==> config.mk <==
export PLATFORM = sky130hd
export DESIGN_NAME = cv32e41s_sleep_cg_ctrl
export DESIGN_NICKNAME = d
export VERILOG_FILES = /design/src/rtl/cv32e41s_sleep_cg_ctrl.sv
export SDC_FILE = /design/constraint.sdc
export NUM_CORES = 1
export LEC_CHECK = 0
export BUFFER_PORTS_ARGS = -buffer_cell sky130_fd_sc_hd__buf_2
export CORE_ASPECT_RATIO = 1.25
export CORE_UTILIZATION = 46
export DETAILED_ROUTE_END_ITERATION = 10
export MAX_ROUTING_LAYER = met4
export PLACE_DENSITY = 0.75
export SLEW_MARGIN = 20
export SYNTH_ARGS = -nofsm -noshare
export SYNTH_HDL_FRONTEND = slang
export SYNTH_SLANG_ARGS = --single-unit
==> constraint.sdc <==
create_clock -name clk_i -period 1.5 [get_ports clk_i]
set_input_delay 0.225 -clock clk_i [delete_from_list [all_inputs] [get_ports clk_i]]
set_output_delay 0.225 -clock clk_i [all_outputs]
set_load 0.02 [all_outputs]
==> src/rtl/cv32e41s_sleep_cg_ctrl.sv <==
// cv32e41s_sleep_cg_ctrl
//   Sequences the core clock gate. A sleep request first drains the pipeline; once the
//   pipeline has been idle for a programmable hysteresis, the gate enable drops. A masked
//   wake event restores the clock, then holds core_sleep_o for a short settling window
//   before the core is considered running again. Runs on the free-running clock.
//
// Ports
//   clk_i          free-running clock (never gated)
//   rst_ni         asynchronous reset, active-low
//   sleep_req_i    level request to sleep (e.g. WFI retired)
//   idle_i         pipeline/LSU idle indication
//   idle_thresh_i  idle cycles required before gating (quasi-static)
//   wake_i         wake events, level
//   wake_mask_i    per-source wake enable (1 = enabled)
//   gate_en_o      clock gate enable, registered
//   core_sleep_o   core asleep or waking, registered
//   wake_src_o     masked wake vector captured on wake, registered

module cv32e41s_sleep_cg_ctrl #(
   parameter int unsigned NUM_WAKE   = 4,
   parameter int unsigned IDLE_CNT_W = 4,
   parameter int unsigned WAKE_DELAY = 2
) (
   input  logic                  clk_i,
   input  logic                  rst_ni,
   input  logic                  sleep_req_i,
   input  logic                  idle_i,
   input  logic [IDLE_CNT_W-1:0] idle_thresh_i,
   input  logic [NUM_WAKE-1:0]   wake_i,
   input  logic [NUM_WAKE-1:0]   wake_mask_i,
   output logic                  gate_en_o,
   output logic                  core_sleep_o,
   output logic [NUM_WAKE-1:0]   wake_src_o
);

   localparam logic [1:0] RUN   = 2'b00;
   localparam logic [1:0] DRAIN = 2'b01;
   localparam logic [1:0] SLEEP = 2'b10;
   localparam logic [1:0] WAKE  = 2'b11;

   localparam int unsigned WAKE_CNT_W = 4;
   // Counter counts down to zero, so WAKE_DELAY cycles need a load of WAKE_DELAY-1.
   localparam logic [WAKE_CNT_W-1:0] WAKE_CNT_LOAD = WAKE_CNT_W'(WAKE_DELAY - 1);

   logic [1:0]            state_q, state_d;
   logic [IDLE_CNT_W-1:0] idle_cnt_q, idle_cnt_d;
   logic [WAKE_CNT_W-1:0] wake_cnt_q, wake_cnt_d;
   logic [NUM_WAKE-1:0]   wake_src_q, wake_src_d;
   logic                  gate_en_q, gate_en_d;
   logic                  core_sleep_q, core_sleep_d;

   logic [NUM_WAKE-1:0]   wake_masked;
   logic                  wake_any;

   assign wake_masked = wake_i & wake_mask_i;
   assign wake_any    = |wake_masked;

   always_comb begin
      state_d    = state_q;
      idle_cnt_d = idle_cnt_q;
      wake_cnt_d = wake_cnt_q;
      wake_src_d = wake_src_q;

      case (state_q)
         RUN: begin
            // A pending wake blocks sleep entry.
            if (sleep_req_i && !wake_any) begin
               state_d    = DRAIN;
               idle_cnt_d = '0;
            end
         end
         DRAIN: begin
            if (wake_any || !sleep_req_i) begin
               state_d = RUN;
            end else if (!idle_i) begin
               idle_cnt_d = '0;
            end else if (idle_cnt_q == idle_thresh_i) begin
               state_d = SLEEP;
            end else if (idle_cnt_q != {IDLE_CNT_W{1'b1}}) begin
               idle_cnt_d = idle_cnt_q + IDLE_CNT_W'(1);
            end
         end
         SLEEP: begin
            if (wake_any) begin
               state_d    = WAKE;
               wake_cnt_d = WAKE_CNT_LOAD;
               wake_src_d = wake_masked;
            end
         end
         WAKE: begin
            if (wake_cnt_q == '0) begin
               state_d = RUN;
            end else begin
               wake_cnt_d = wake_cnt_q - WAKE_CNT_W'(1);
            end
         end
         default: state_d = RUN;
      endcase

      // Outputs are registered from the next state so they line up with it.
      gate_en_d    = (state_d != SLEEP);
      core_sleep_d = (state_d == SLEEP) || (state_d == WAKE);
   end

   always_ff @(posedge clk_i or negedge rst_ni) begin
      if (!rst_ni) begin
         state_q      <= RUN;
         idle_cnt_q   <= '0;
         wake_cnt_q   <= '0;
         wake_src_q   <= '0;
         gate_en_q    <= 1'b1;
         core_sleep_q <= 1'b0;
      end else begin
         state_q      <= state_d;
         idle_cnt_q   <= idle_cnt_d;
         wake_cnt_q   <= wake_cnt_d;
         wake_src_q   <= wake_src_d;
         gate_en_q    <= gate_en_d;
         core_sleep_q <= core_sleep_d;
      end
   end

   assign gate_en_o    = gate_en_q;
   assign core_sleep_o = core_sleep_q;
   assign wake_src_o   = wake_src_q;

endmodule

==> summary.md <==
| Metric | Value |
|---|---|
| Post-synthesis cell count | `90` |
| Synth Warn # | `0` |
| Worst setup path endpoint | `idle_cnt_q[1]$_DFFE_PN0P_` |
| Synth Area in Compound Gates | `0.2233` |
| Hold WS | `0.1536 ns` |
| Vias in the first global route | `811` |
| Vias per inst | `between 5 and 6` |
| DIE AREA | `about 2100 sq um` |
| Htree depth | `1` |
| Worst-Skew Late Latency | `0.29 ns` |
| Gr usage total | `0.2332` |
| P_leak | `0.5417 nW` |
| Peak Freq | `654.8 MHz` |
| Dominant synthesized flop cell | `dfrtp_1` |
| Violated checks | `negative setup slack` |
| Seq. cell area | `376.6 sq um` |
| Post-synthesis adder-cell area fraction | `0.04267` |
| Routed WL | `around 1900 um` |
| Largest net degree at the start of global routing | `16` |
| Worst R2R Path Depth | `4` |
| Max-cap violations | `0` |
| Total power draw | `0.001597 W` |
| Async SR Flop Fraction | `1.000` |
| CP Max Fanout | `4` |
| Share of cells above drive strength 1 | `0.4048` |
| DR vias | `830` |
| Hold path start | `idle_i` |
| Max Clock Skew | `between 0.008 and 0.009 ns` |
| Max-slew violations | `0` |
| DR pass1 iterations | `4` |
| Tightest Pin Transition | `0.3304 ns` |
| CTS buffer count | `3` |
| Root buffer cell | `clkbuf_4` |
| Status | `finished with violations` |
| CTS Buffer Depth | `2` |
| Simple-Gate Fraction of Synth Area | `0.2077` |
| Worst r2r dst | `idle_cnt_q[1]$_DFFE_PN0P_` |
| Num Clock Sinks | `15` |
| Io pins | `22` |
| Seq/Total Area, Yosys | `0.4282` |
| DR DRC count | `0` |
| Synth top area cells | `dfrtp_1 (40%), nand2_1 (4.7%), nand3_1 (4.6%), ha_1 (4.3%), dfstp_2 (3.0%)` |
| Initial antenna violation count | `0` |
| Filler cell count | `158` |
| Seq cells post-synth | `15` |
| GP Congestion | `0.7659` |
| Hold WC Path Type | `primary input to flop` |
| RSZ-0062 raised after global routing | `true` |
| Post-DRT Antenna Nets | `0` |
| Die height | `50.89 um` |
| CORE AREA | `1787 sq um` |
| Buffers on Ports | `21` |
| Iteration-0 DRC Markers | `27` |
| Syn nets | `109` |
| Synth Area per Inst | `9.773 sq um` |
| CP startpoint kind | `flop` |
| Most frequent cell after synthesis | `dfrtp_1` |
| Clk slew on worst S/H paths | `0.10 ns` |
| Main combinational cell family by area after synthesis | `compound AO/OA/AOI/OAI gates` |
| CP arrival | `1.71 ns` |
| Setup Slack @ Placement | `-0.05371 ns` |
| RR Startpoint | `idle_cnt_q[2]$_DFFE_PN0P_` |
| Total global routing overflow | `0` |
| WP data required | `1.68 ns` |
| Synth top cells by count | `dfrtp_1 (14), nand2_1 (11), nand3_1 (8)` |
| Endpoints failing setup | `1` |
| NumNets Final | `146` |
| Crit path time final | `1.527 ns` |
| Mux share of post-synthesis cell area | `0.02276` |
| Initial Util | `0.4923` |
| Core Rows | `17` |
| DPL Wire Length | `1524 um` |
| WL per Instance | `13.13 um` |
| PwrDens | `1378 nW/um^2` |
| Final period util | `1.018` |
| Synth top area share | `0.3983` |
| CTS tree | `yes` |
| Type of the worst setup path | `flop to flop` |
| Multi-input logic area | `roughly 530 sq um` |
| Synth unique cells | `36` |
| Layout area overhead | `31.72%` |
| Post-route setup slack | `-0.02727 ns` |
| Synthesized area | `879.6 sq um` |
| Max-slew headroom | `0.7797` |
| Yosys top cell by area | `dfrtp_1` |
| Number of flops mapped to enable cells by yosys | `0` |
| R2R Setup Slk | `-0.03 ns` |
| Chip width | `41.11 um` |
| Post-Synth XOR/XNOR Area | `0.05832` |
| VDD IR max | `between 0.7 and 0.8 mV` |
| Final hold vios | `0` |
| Crit path capture type | `flop` |
| Diodes inserted | `0` |
| CP startpoint | `idle_cnt_q[2]$_DFFE_PN0P_` |
| First-pass GRT wire length | `3263 um` |
worst min-delay path by stage:
stage,slack (ns),to,cells past startpoint
finish,0.15,gate_en_o$_DFF_PN1_,2
detailed placement,0.15,idle_cnt_q[2]$_DFFE_PN0P_,1
global placement,0.14,idle_cnt_q[2]$_DFFE_PN0P_,1
global route,0.16,gate_en_o$_DFF_PN1_,2
CTS,0.14,gate_en_o$_DFF_PN1_,2
floorplan,-0.07,core_sleep_o$_DFF_PN0_,0
per-stage QoR:
| step | util | instances | area, sq um | TNS (ns) |
|---|---|---|---|---|
| after floorplan | - | 90 | 879.6 | -0.01882 |
| after global placement | 0.6022 | 139 | 1076 | -0.01234 |
| after detailed placement | 0.6022 | 139 | 1076 | -0.1057 |
| after CTS | 0.6345 | 145 | 1134 | -0.04528 |
| after global routing | 0.6485 | 145 | 1159 | -0.3787 |
| final | 0.6485 | 145 | 1159 | -0.02727 |
area by class of cell:
cell class	instances	area share
clock buffer	3	0.01944
clock inverter	1	0.004320
inverter	4	0.01296
multi-input combinational	71	0.4536
sequential	15	0.3251
tap	19	0.02052
timing repair buffer	32	0.1641
power breakdown:
group,switching [W],leakage [nW],internal (W)
clock,0.000137,0.0177,0.0000991
sequential,0.000112,0.192,0.000533
combinational,0.000418,0.332,0.000297
repair_timing:
item | 4_1_cts | 5_1_grt
setup buffers | 1 | 0
gates cloned | 0 | 0
endpoints found under the setup margin | 3 | 8
pin swaps | 4 | 4
endpoints found under the hold margin | 14 | 0
gates resized for setup | 2 | 5
hold buffers | 1 | 0
worst max-delay path: stages, from the launching register on:
cell	delay, ns
dfrtp_1	0.41
xor2_2	0.17
or4_4	0.59
o21ai_2	0.16
a22oi_1	0.10
sequential cells by signal, summed over array words and instances, names as in the netlist:
signal,count
state_q,1
core_sleep_o,1
gate_en_o,1
wake_cnt_q,4
idle_cnt_q,4
wake_src_o,4
layer usage:
metal	part of all wire	GRT usage
met5	0	-
met4	0.016	0.1129
met3	0.045	0.02609
met2	0.52	0.3932
met1	0.42	0.2579
logic make-up (layout without fill, tap and decap cells):
group,count (synthesis),count (layout)
AO/OA/AOI/OAI,24,24
XOR/XNOR,5,5
adder cells (fa/ha/maj),3,3
buffers and inverters,4,40
flip-flops,15,15
multiplexers,2,2
AND/OR/NAND/NOR,37,37
cell usage in the layout (no fill, tap or decap), types with 2 or more instances in the layout:
| cell | n |
|---|---|
| dfrtp_1 | 14 |
| nand2_1 | 11 |
| ha_1 | 2 |
| buf_2 | 21 |
| nor3_1 | 2 |
| a21oi_1 | 4 |
| mux2i_1 | 2 |
| nand3_1 | 7 |
| a22oi_1 | 2 |
| buf_4 | 10 |
| a22oi_2 | 2 |
| o21ai_0 | 3 |
| clkbuf_4 | 3 |
| inv_1 | 4 |
| xor2_2 | 4 |
| a31oi_1 | 2 |
| nor2_1 | 7 |
No activity file was read; power rests on OpenSTA's default activity.
